--- config.mk ---
export PLATFORM = sky130hd
export DESIGN_NAME = uart_rx_flat
export DESIGN_NICKNAME = d
export VERILOG_FILES = /design/src/rtl/uart_rx_if.sv /design/src/rtl/uart_rx.sv /design/src/flat_wrapper.sv
export SDC_FILE = /design/constraint.sdc
export NUM_CORES = 1
export LEC_CHECK = 0
export BUFFER_PORTS_ARGS = -buffer_cell sky130_fd_sc_hd__buf_2
export CORE_MARGIN = 3
export CORE_UTILIZATION = 40
export CTS_CLUSTER_DIAMETER = 30
export DETAILED_ROUTE_END_ITERATION = 16
export PLACE_DENSITY = 0.71
export SLEW_MARGIN = 20
export SYNTH_ARGS = -nofsm -noshare
export SYNTH_HDL_FRONTEND = slang
export SYNTH_SLANG_ARGS = --single-unit
--- constraint.sdc ---
create_clock -name clk -period 2.2 [get_ports clk]
set_clock_uncertainty 0.1 [all_clocks]
set_input_delay 0.11 -clock clk [delete_from_list [all_inputs] [get_ports clk]]
set_output_delay 0.11 -clock clk [all_outputs]
set_load 0.005 [all_outputs]
--- src/rtl/uart_rx_if.sv ---
// Receive-side handshake between uart_rx and its byte consumer.
// The master drives the held byte and event pulses; the slave accepts bytes via rx_ready.
interface uart_rx_if;
  logic [7:0] rx_data_out;
  logic       rx_valid;
  logic       rx_ready;
  logic       frame_err;
  logic       overrun;

  modport master (
    output rx_data_out,
    output rx_valid,
    output frame_err,
    output overrun,
    input  rx_ready
  );

  modport slave (
    input  rx_data_out,
    input  rx_valid,
    input  frame_err,
    input  overrun,
    output rx_ready
  );
endinterface

--- src/rtl/uart_rx.sv ---
// 8N1 UART receiver with a single-byte holding register, framing-error and overrun pulses.
//
// state | meaning
// IDLE  | waiting for a 1->0 edge on the synchronized line while enabled
// START | timing to mid start bit to reject glitches
// DATA  | sampling 8 data bits, LSB first, one per bit time
// STOP  | sampling the stop bit, then load / overrun / framing error
module uart_rx #(
  parameter int CLKS_PER_BIT = 16
) (
  input  logic     clk,
  input  logic     rst_n,
  input  logic     rxd,
  input  logic     rx_enable,
  uart_rx_if.master rx_bus
);

  localparam int CW = $clog2(CLKS_PER_BIT);
  localparam logic [CW-1:0] CNT_HALF = CW'(CLKS_PER_BIT / 2 - 1);
  localparam logic [CW-1:0] CNT_LAST = CW'(CLKS_PER_BIT - 1);

  typedef enum logic [1:0] {
    IDLE  = 2'd0,
    START = 2'd1,
    DATA  = 2'd2,
    STOP  = 2'd3
  } state_t;

  state_t        state, state_n;
  logic [CW-1:0] cnt, cnt_n;
  logic [2:0]    bit_idx, bit_idx_n;
  logic [7:0]    shreg, shreg_n;
  logic          rxd_m, rxd_s, rxd_prev;
  logic          fall;
  logic          free;
  logic          load, frame_err_n, overrun_n;

  // Synchronizer and edge history reset to the idle line level so reset never fakes a start edge.
  always_ff @(posedge clk or negedge rst_n) begin
    if (!rst_n) begin
      rxd_m    <= 1'b1;
      rxd_s    <= 1'b1;
      rxd_prev <= 1'b1;
    end else begin
      rxd_m    <= rxd;
      rxd_s    <= rxd_m;
      rxd_prev <= rxd_s;
    end
  end

  assign fall = rxd_prev & ~rxd_s;
  assign free = ~rx_bus.rx_valid | rx_bus.rx_ready;

  always_ff @(posedge clk or negedge rst_n) begin
    if (!rst_n) begin
      state   <= IDLE;
      cnt     <= '0;
      bit_idx <= '0;
      shreg   <= '0;
    end else begin
      state   <= state_n;
      cnt     <= cnt_n;
      bit_idx <= bit_idx_n;
      shreg   <= shreg_n;
    end
  end

  always_comb begin
    state_n     = state;
    cnt_n       = cnt + 1'b1;
    bit_idx_n   = bit_idx;
    shreg_n     = shreg;
    load        = 1'b0;
    frame_err_n = 1'b0;
    overrun_n   = 1'b0;

    case (state)
      IDLE: begin
        cnt_n = '0;
        if (rx_enable && fall) state_n = START;
      end
      START: begin
        if (cnt == CNT_HALF) begin
          cnt_n     = '0;
          bit_idx_n = '0;
          state_n   = rxd_s ? IDLE : DATA;
        end
      end
      DATA: begin
        if (cnt == CNT_LAST) begin
          cnt_n   = '0;
          shreg_n = {rxd_s, shreg[7:1]};
          if (bit_idx == 3'd7) state_n = STOP;
          else                 bit_idx_n = bit_idx + 3'd1;
        end
      end
      STOP: begin
        if (cnt == CNT_LAST) begin
          cnt_n   = '0;
          state_n = IDLE;
          if (!rxd_s)    frame_err_n = 1'b1;
          else if (free) load        = 1'b1;
          else           overrun_n   = 1'b1;
        end
      end
      default: state_n = IDLE;
    endcase

    // Disable aborts silently; the holding register is left alone.
    if (!rx_enable && state != IDLE) begin
      state_n     = IDLE;
      cnt_n       = '0;
      load        = 1'b0;
      frame_err_n = 1'b0;
      overrun_n   = 1'b0;
    end
  end

  always_ff @(posedge clk or negedge rst_n) begin
    if (!rst_n) begin
      rx_bus.rx_data_out <= 8'h00;
      rx_bus.rx_valid    <= 1'b0;
      rx_bus.frame_err   <= 1'b0;
      rx_bus.overrun     <= 1'b0;
    end else begin
      rx_bus.frame_err <= frame_err_n;
      rx_bus.overrun   <= overrun_n;
      if (load) begin
        rx_bus.rx_data_out <= shreg;
        rx_bus.rx_valid    <= 1'b1;
      end else if (rx_bus.rx_valid && rx_bus.rx_ready) begin
        rx_bus.rx_valid <= 1'b0;
      end
    end
  end

endmodule

--- src/flat_wrapper.sv ---
// flat-port wrapper written by rule: the top's interface ports become plain ports
module uart_rx_flat 
#(
  parameter int CLKS_PER_BIT = 16
)
  (clk, rst_n, rxd, rx_enable, rx_bus_rx_data_out, rx_bus_rx_valid, rx_bus_frame_err, rx_bus_overrun, rx_bus_rx_ready);
  uart_rx_if rx_bus_i ();
  input  logic clk;
  input  logic rst_n;
  input  logic rxd;
  input  logic rx_enable;
  output wire logic [$bits(rx_bus_i.rx_data_out)-1:0] rx_bus_rx_data_out;
  output wire logic [$bits(rx_bus_i.rx_valid)-1:0] rx_bus_rx_valid;
  output wire logic [$bits(rx_bus_i.frame_err)-1:0] rx_bus_frame_err;
  output wire logic [$bits(rx_bus_i.overrun)-1:0] rx_bus_overrun;
  input wire logic [$bits(rx_bus_i.rx_ready)-1:0] rx_bus_rx_ready;
  assign rx_bus_rx_data_out = rx_bus_i.rx_data_out;
  assign rx_bus_rx_valid = rx_bus_i.rx_valid;
  assign rx_bus_frame_err = rx_bus_i.frame_err;
  assign rx_bus_overrun = rx_bus_i.overrun;
  assign rx_bus_i.rx_ready = rx_bus_rx_ready;
  uart_rx #(.CLKS_PER_BIT(CLKS_PER_BIT)) u_core (.clk(clk), .rst_n(rst_n), .rxd(rxd), .rx_enable(rx_enable), .rx_bus(rx_bus_i));
endmodule
==> out/qor.csv, run 1 <==
stage;metric;value;unit
power;power.density;648;nW/um^2
detailed_routing;vias;754;
clocking;clk_pin_slew;90;ps
clocking;cts_buffers;5;
placed_design;port_buffers;15;
cells_and_area;fin_nets;124;
power;irDropWorstVdd;0.316;mV
timing;min_period;1790;ps
floorplanning;coreArea;2880;sq um
detailed_routing;wirelength;2160;um
cells_and_area;final_cell_mix;28 x dfrtp_1, 17 x mux2_2, 15 x buf_2;
global_route;antenna_found_initial;0;
detailed_routing;vias_per_cell;4.74;
timing;worstMarginPinSlew;668;ps
yosys;ys_types;24;
timing;rsz0062_at_grt;false;
global_route;grt_pass1_wl;3770;um
cells_and_area;drive_gt1_share;43.6;%
floorplanning;start_util;43.9;%
clocking;cts_tree;done;
detailed_routing;drtAntennaViolNets;0;
timing;fin_crit_sh;81.5;%
yosys;syn_inst;88;
placed_design;gp_congestion;0.752;
critical_path;criticalPathCategory;reg -> reg;
cells_and_area;fill_cells;240;
detailed_routing;first_pass_iters;3;
global_route;first_global_vias;752;
global_route;grt_usage;12.8;%
power;leakage;0.768;nW
yosys;avgSynthCellArea;14.4;sq um
clocking;clk_latency;330;ps
yosys;synth_warnings;0;
detailed_routing;drt_iter0_drc;8;
cells_and_area;postLayoutCellArea;1520;sq um
critical_path;cp.arrival;1910;ps
critical_path;worstPathRequired;2320;ps
cells_and_area;final_util;52.7;%
critical_path;cp_max_fo;8;
timing;fin_tns_setup;0;ps
min_path;worstHoldPathType;in -> async;
clocking;cts_root_buf;clkbuf_4;
detailed_routing;drc;0;
timing;setup-violations-final;0;
critical_path;r2r_setup_slack;410;ps
placed_design;dpl.hpwl;1520;um
yosys;yosysSeqAreaShare;61.7;%
clocking;htreeDepth;2;
floorplanning;die_area;3870;sq um
critical_path;endpoint_kind;flip-flop;
clocking;cts.path.max_buffers;2;
floorplanning;die_y;62.2;um
flow_run;max_cap_violations;0;
timing;slew_headroom;55.4;%
global_route;grt_max_degree;32;
timing;fmax;558;MHz
cells_and_area;antenna_cells;0;
yosys;synth_area;1260;sq um
yosys;synth_nets;96;
cells_and_area;area_growth;19.9;%
detailed_routing;wl_per_cell;13.6;um
run_status;status;finished, final reports clean;
clocking;post_cts_buffers;0;
yosys;ys_ff_latch;31;
placed_design;place_area;1410;sq um
clocking;cts_resized;0;
critical_path;cp-start-kind;flip-flop;
timing;slew_violations;0;
clocking;cts_sinks;31;
global_route;grt-ovfl-total;0;
floorplanning;num_rows;19;
cells_and_area;final_common_cell;dfrtp_1;
floorplanning;pin_count;16;
timing;finalHoldViolCount;0;
floorplanning;die_w;62.2;um
-- Yosys cell counts --
master | count | area (sq um)
xor2_1 | 1 | 8.76
nor4_1 | 1 | 6.26
dfrtp_1 | 28 | 701
nor4b_4 | 1 | 23.8
nand3_4 | 1 | 17.5
nand3_1 | 1 | 5.00
or3_2 | 2 | 15.0
nor2_1 | 7 | 26.3
inv_1 | 3 | 11.3
o21ai_0 | 2 | 10.0
o221a_2 | 1 | 11.3
nor4b_1 | 1 | 8.76
o21bai_1 | 2 | 15.0
and4bb_2 | 1 | 12.5
dfstp_2 | 3 | 78.8
a22o_1 | 2 | 17.5
xnor2_1 | 2 | 17.5
nand2b_1 | 1 | 6.26
mux2_2 | 17 | 191
ha_1 | 3 | 37.5
nor3_2 | 1 | 10.0
nor3b_1 | 1 | 7.51
a21oi_1 | 2 | 10.0
nand2_1 | 4 | 15.0
-- per-stage QoR --
stage               hold WS [ps]  instances  setup WS, ps  power (mW)
global route                 260        159           293        1.04
floorplan                   -286         88           423       0.599
finish                       248        159           408       0.982
detailed placement          86.0        147           414       0.617
global placement            79.0        147           450       0.616
CTS                          265        159           397       0.996
-- logic make-up (layout without fill, tap and decap cells) --
kind of cell / Yosys count / after routing / share of synthesized area, %
muxes: 17 / 17 / 15.1
xor gates and xnor gates: 3 / 3 / 2.08
DFF: 31 / 31 / 61.7
buffers and inverters: 3 / 32 / 0.891
AOI/OAI and AO/OA: 9 / 9 / 5.05
adders and majority gates: 3 / 3 / 2.97
and+or+nand+nor: 22 / 22 / 12.2
-- path summary, 6_finish.rpt --
check,start,depth (start not counted),end
worst min register to register,u_core.rxd_m,0,u_core.rxd_s
worst max register to register,u_core.cnt[0],5,u_core.rx_bus.rx_data_out[5]
worst min-delay path,rst_n,2,u_core.bit_idx[2]
min in group clk,u_core.rxd_m,0,u_core.rxd_s
max in group asynchronous,rst_n,2,u_core.cnt[0]
worst max-delay path,u_core.cnt[0],5,u_core.rx_bus.rx_data_out[5]
-- worst max-delay path: stages, from the launching register on --
cell     delay [ps]
dfrtp_1         370
ha_1            250
nand3_4         130
nor4b_4         280
buf_4           200
mux2_2          340
-- layer usage --
metal | track usage (%) | share of wire [%]
met3 | 5.95 | 5.4
met1 | 15.4 | 47
met2 | 19.2 | 45
met5 | 0 | 0
met4 | 6.63 | 2.4
-- timing repair --
item                       4_1_cts  5_1_grt
hold buffers                     4        0
hold endpoints to repair        34        0
setup endpoints to repair        0        0
-- sequential cells by signal, summed over array words and instances (netlist names) --
name                       flops
u_core.rx_bus.rx_valid         1
u_core.state                   2
u_core.rxd_m                   1
u_core.rxd_prev                1
u_core.shreg                   8
u_core.cnt                     4
u_core.bit_idx                 3
u_core.rxd_s                   1
u_core.rx_bus.overrun          1
u_core.rx_bus.rx_data_out      8
u_core.rx_bus.frame_err        1
-- area by class of cell --
cell class	count	area, sq um	area share (%)
Inverter	3	11.3	0.743
Tap cell	42	52.6	3.47
Sequential cell	31	779	51.4
Multi-Input combinational cell	54	473	31.2
Clock buffer	8	68.8	4.54
Timing Repair Buffer	21	130	8.59
-- where the power goes --
part	total (mW)	internal [mW]	switching, mW	leakage (nW)
registers	0.582	0.577	0.00589	0.422
clock network	0.372	0.188	0.184	0.0386
logic	0.0280	0.0112	0.0168	0.308
total	0.982	0.776	0.207	0.768
Note: power is estimated with default switching activity, not from simulation.
==> inputs of run 2 (changes only) <==
PLACE_DENSITY = 0.73   (was 0.71)
clock period = 1.6 ns   (was 2.2 ns; I/O delays follow)
==> run 2 against run 1 <==
The run now ends with negative setup slack left. Combinational power rose by 94%. Critical path depth unchanged. Final area grew 13%. Non-clock buffer count rose by 13. Power increased by 38%. Die area unchanged. Flip-flop and latch count did not move. Largest cell class unchanged. Largest power group unchanged.
==> out/qor.csv, run 2 (same netlist as run 1, synthesis figures left out) <==
stage;metric;value;unit
clocking;htreeDepth;2;
flow_run;max_cap_violations;0;
power;irDropWorstVdd;0.505;mV
min_path;worstHoldPathType;in -> async;
global_route;grt-ovfl-total;0;
critical_path;worstPathRequired;1710;ps
power;power.density;791;nW/um^2
detailed_routing;drt_iter0_drc;32;
floorplanning;coreArea;2880;sq um
floorplanning;num_rows;19;
cells_and_area;final_common_cell;dfrtp_1;
global_route;first_global_vias;864;
power;power_switching;0.276;mW
detailed_routing;vias;838;
timing;slew_violations;0;
detailed_routing;first_pass_iters;3;
detailed_routing;wirelength;2200;um
timing;finalHoldViolCount;0;
critical_path;crit_family;flip-flops;
critical_path;cp.arrival;1730;ps
placed_design;gp_congestion;0.802;
run_status;failed_checks;negative setup slack;
floorplanning;start_util;43.9;%
critical_path;criticalPathCategory;reg -> reg;
clocking;cts_buffers;5;
power;internal-power;1.08;mW
critical_path;endpoint_kind;flip-flop;
power;clkPwrFrac;36.9;%
clocking;cts_tree;done;
power;seqPwrFrac;59.0;%
clocking;cts.path.max_buffers;2;
cells_and_area;top_regs;u_core.rx_bus.rx_data_out: 8 flops, u_core.shreg: 8 flops, u_core.cnt: 4 flops;
global_route;grt_usage;12.7;%
timing;slew_headroom;55.2;%
power;swShare;20.4;%
power;power_frac_comb;4.0;%
timing;fmax;619;MHz
cells_and_area;area_growth;35.2;%
critical_path;crit_path_max_incr_delay;400;ps
critical_path;cp_cell_sequence;ha_4 -> nand3_4 -> nor4b_4 -> buf_6 -> mux2_4;
clocking;cts_root_buf;clkbuf_4;
critical_path;cp_max_fo;8;
cells_and_area;final_cell_mix;28 x dfrtp_1, 15 x buf_2, 13 x buf_4;
placed_design;port_buffers;15;
timing;rsz0062_at_grt;true;
clocking;cts_sinks;31;
detailed_routing;drc;0;
power;leakage;0.835;nW
floorplanning;die_y;62.2;um
critical_path;cp-start-kind;flip-flop;
floorplanning;die_w;62.2;um
timing;fin_crit_sh;101;%
timing;min_period;1620;ps
cells_and_area;drive_gt1_share;54.6;%
timing;setup-violations-final;8;
run_status;status;finished with violations;
floorplanning;pin_count;16;
global_route;grt_pass1_wl;3830;um
detailed_routing;vias_per_cell;4.87;
global_route;antenna_found_initial;0;
detailed_routing;drtAntennaViolNets;0;
detailed_routing;wl_per_cell;12.8;um
clocking;clk_pin_slew;90;ps
timing;fin_ws;-15.7;ps
critical_path;crit_buf_inv;1;
timing;worstMarginPinSlew;673;ps
floorplanning;die_area;3870;sq um
power;power;1.35;mW
global_route;grt_max_degree;32;
cells_and_area;antenna_cells;0;
critical_path;crit_slowest_cell;dfrtp_1;
cells_and_area;fin_nets;137;
timing;fin_tns_setup;-99.1;ps
placed_design;dpl.hpwl;1500;um
clocking;clk_latency;320;ps
-- run 2: changes by cell type in the layout (fill, tap and decap cells not counted), moves of 2 or more --
cell | before | now
ha_4 | 0 | 2
mux2_4 | 0 | 9
nand2_1 | 4 | 2
ha_1 | 3 | 0
buf_4 | 2 | 13
mux2_2 | 17 | 8
nand2_2 | 0 | 2
-- run 2: worst paths after layout --
check	from	end	slack (ps)	cells after the start
hold / removal	rst_n	u_core.bit_idx[2]	230	2
min in group clk	u_core.rxd_m	u_core.rxd_s	260	0
max in group asynchronous	rst_n	u_core.shreg[6]	740	2
setup / recovery	u_core.cnt[0]	u_core.rx_bus.rx_data_out[4]	-20	5
hold reg to reg	u_core.rxd_m	u_core.rxd_s	260	0
setup reg to reg	u_core.cnt[0]	u_core.rx_bus.rx_data_out[4]	-20	5
-- run 2: cell type report --
class / count / area (sq um)
flip-flops and latches: 31 / 779
well taps: 42 / 52.6
inverters: 3 / 11.3
repair buffers: 34 / 244
fillers: 223 / 1170
multi-input cells: 54 / 553
clock buffers: 8 / 68.8
-- run 2: metrics by stage --
step	util (%)	instances	worst slack (ps)	hold WS, ps	area, sq um
after CTS	58.2	170	-29.6	234	1670
after detailed placement	52.5	157	-76.5	54.9	1510
after global placement	52.5	157	-13.5	40.0	1510
after floorplan	-	88	-109	-316	1280
after global routing	59.4	172	-67.7	264	1710
final	59.4	172	-15.7	226	1710
-- run 2: repair_timing --
action / 4_1_cts / 5_1_grt
hold endpoints to repair: 35 / 0
setup buffers: 1 / 2
resized for setup: 12 / 4
pin swaps: 1 / 4
hold buffers: 4 / 0
setup endpoints to repair: 19 / 22
-- run 2: power by group through the flow --
stage / clock network [mW] / logic (mW) / registers, mW
finish: 0.499 / 0.0544 / 0.798
global placement: 0 / 0.0437 / 0.812
floorplan: 0 / 0.0103 / 0.815
CTS: 0.519 / 0.0531 / 0.798
detailed placement: 0 / 0.0455 / 0.813
global route: 0.558 / 0.0615 / 0.799
-- run 2: metal layers --
| metal | wire [um] | track usage, % | share of wire, % |
|---|---|---|---|
| met5 | 0 | 0 | 0 |
| met1 | 983 | 15.0 | 45 |
| met3 | 77 | 4.14 | 3.5 |
| met4 | 51 | 8.01 | 2.3 |
| met2 | 1090 | 20.0 | 49 |
==> inputs of run 3 (changes only) <==
GPL_TIMING_DRIVEN = 0   (was default)
REMOVE_ABC_BUFFERS = 1   (was default)
==> run 3 against run 2 <==
The flow still finishes with violations (negative setup slack). Die area is the same. Sequential share of layout area grew 0.87 points. Non-clock buffer count shrank 4. First-iteration DRC count shrank 19%. Sequential power grew 0.5%. Global-route usage grew 1.4 points. Clock power grew 5.2%. Count of clock-buffer cells in the layout shrank 1. Hold slack lost 190 ps. Final cell count shrank 2.3%. Routed wire length grew 9.1%. Via count shrank 3.2%.
==> out/qor.csv, run 3 (same netlist as run 1, synthesis figures left out) <==
stage;metric;value;unit
run_status;status;finished with violations;
run_status;failed_checks;negative setup slack;
power;leakage;0.807;nW
timing;finalHoldViolCount;0;
critical_path;crit_path_max_incr_delay;560;ps
power;power_switching;0.304;mW
critical_path;cp_max_fo;8;
floorplanning;num_rows;19;
timing;fin_crit_sh;102;%
global_route;antenna_found_initial;0;
cells_and_area;final_util;58.6;%
detailed_routing;vias;811;
global_route;grt_usage;14.2;%
placed_design;gp_congestion;0.737;
cells_and_area;antenna_cells;0;
detailed_routing;drt_iter0_drc;26;
power;power_frac_comb;3.3;%
critical_path;endpoint_kind;flip-flop;
power;swShare;22.2;%
cells_and_area;area_growth;33.4;%
timing;slew_violations;0;
floorplanning;die_area;3870;sq um
detailed_routing;wirelength;2400;um
timing;min_period;1640;ps
floorplanning;start_util;43.9;%
global_route;first_global_vias;875;
clocking;clk_latency;340;ps
cells_and_area;final_cell_mix;25 x dfrtp_1, 15 x buf_2, 10 x buf_4;
detailed_routing;drc;0;
timing;fin_ws;-35.8;ps
critical_path;crit_buf_inv;1;
power;internal-power;1.07;mW
floorplanning;die_w;62.2;um
timing;fin_tns_setup;-248;ps
clocking;cts.path.max_buffers;2;
placed_design;dpl.hpwl;1360;um
critical_path;worstPathRequired;1730;ps
min_path;worstHoldPathType;in -> reg;
clocking;cts_tree;done;
detailed_routing;wl_per_cell;14.3;um
critical_path;crit_family;flip-flops;
clocking;cts_root_buf;clkbuf_4;
power;power;1.37;mW
floorplanning;pin_count;16;
critical_path;cp_cell_sequence;nand2_2 -> nor4b_4 -> buf_6 -> mux2_4;
clocking;cts_sinks;31;
flow_run;max_cap_violations;0;
timing;setup-violations-final;9;
placed_design;port_buffers;15;
clocking;clk_pin_slew;100;ps
timing;worstMarginPinSlew;683;ps
timing;rsz0062_at_grt;true;
global_route;grt_pass1_wl;4060;um
power;power.density;814;nW/um^2
global_route;grt_max_degree;32;
critical_path;cp.arrival;1760;ps
critical_path;cp-start-kind;flip-flop;
critical_path;crit_slowest_cell;dfstp_2;
cells_and_area;top_regs;u_core.rx_bus.rx_data_out: 8 flops, u_core.shreg: 8 flops, u_core.cnt: 4 flops;
clocking;htreeDepth;2;
floorplanning;die_y;62.2;um
timing;fmax;611;MHz
cells_and_area;fin_nets;133;
global_route;grt-ovfl-total;0;
critical_path;criticalPathCategory;reg -> reg;
cells_and_area;final_common_cell;dfrtp_1;
power;irDropWorstVdd;0.430;mV
power;clkPwrFrac;38.3;%
detailed_routing;first_pass_iters;4;
timing;slew_headroom;54.5;%
floorplanning;coreArea;2880;sq um
detailed_routing;vias_per_cell;4.83;
cells_and_area;drive_gt1_share;58.7;%
power;seqPwrFrac;58.4;%
detailed_routing;drtAntennaViolNets;0;
clocking;cts_buffers;5;
==> run 3: changes by cell type in the layout (fill, tap and decap cells not counted), sizes merged <==
| cell | delta |
|---|---|
| buf | -4 |
| clkbuf | -1 |
| clkinvlp | +1 |
==> run 3: metrics by stage <==
stage	setup WS, ps	cells	hold WS, ps	area, sq um
2_1_floorplan	-177	88	-316	1260
4_1_cts	-25.3	164	19.3	1630
3_3_place_gp	-349	145	47.3	1390
3_5_place_dp	-398	145	60.6	1390
5_1_grt	-67.3	168	48.6	1690
6_report	-35.8	168	37.4	1690
==> run 3: power by group through the flow <==
stage | Clock (mW) | Sequential (mW) | Combinational [mW]
after floorplan | 0 | 0.814 | 0.00997
after global placement | 0 | 0.815 | 0.0314
after detailed placement | 0 | 0.815 | 0.0327
after CTS | 0.541 | 0.801 | 0.0449
after global routing | 0.586 | 0.803 | 0.0509
final | 0.525 | 0.802 | 0.0449
==> run 3: path summary, 6_finish.rpt <==
path                              start                      endpoint  slack (ps)  cells after the start
setup / recovery           u_core.rxd_s  u_core.rx_bus.rx_data_out[7]         -40                      4
hold / removal                rx_enable         u_core.rx_bus.overrun          40                      4
setup reg to reg           u_core.rxd_s  u_core.rx_bus.rx_data_out[7]         -40                      4
hold reg to reg            u_core.rxd_m                  u_core.rxd_s         260                      0
max in group asynchronous         rst_n               u_core.state[1]         700                      2
min in group asynchronous         rst_n                 u_core.cnt[3]         210                      2
==> run 3: routing by layer <==
metal / global-route usage (%) / vias to the layer above / routed length (um)
met2: 22.0 / 17 / 1200
met4: 11.6 / 0 / 59
met5: 0 / - / 0
li1: - / 385 / -
met1: 15.7 / 404 / 1010
met3: 4.68 / 5 / 132
==> run 3: cell type report <==
class	instances	area, sq um
multi-input cells	54	564
clock inverters	1	7.51
flip-flops and latches	31	783
clock buffers	7	65.1
fillers	229	1190
repair buffers	30	201
inverters	3	11.3
well taps	42	52.6
==> run 3: worst min-delay path, stage by stage <==
cell     delay, ps
buf_2          120
nand2_2         90
or3_2          130
nor2_1          40
==> run 3: repair_timing <==
| item | in CTS | in global routing |
|---|---|---|
| endpoints found under the hold margin | 35 | 0 |
| pin swaps | 5 | 4 |
| buffers inserted | 7 | 4 |
| hold buffers | 4 | 0 |
| setup endpoints to repair | 20 | 22 |
| resized for setup | 21 | 5 |
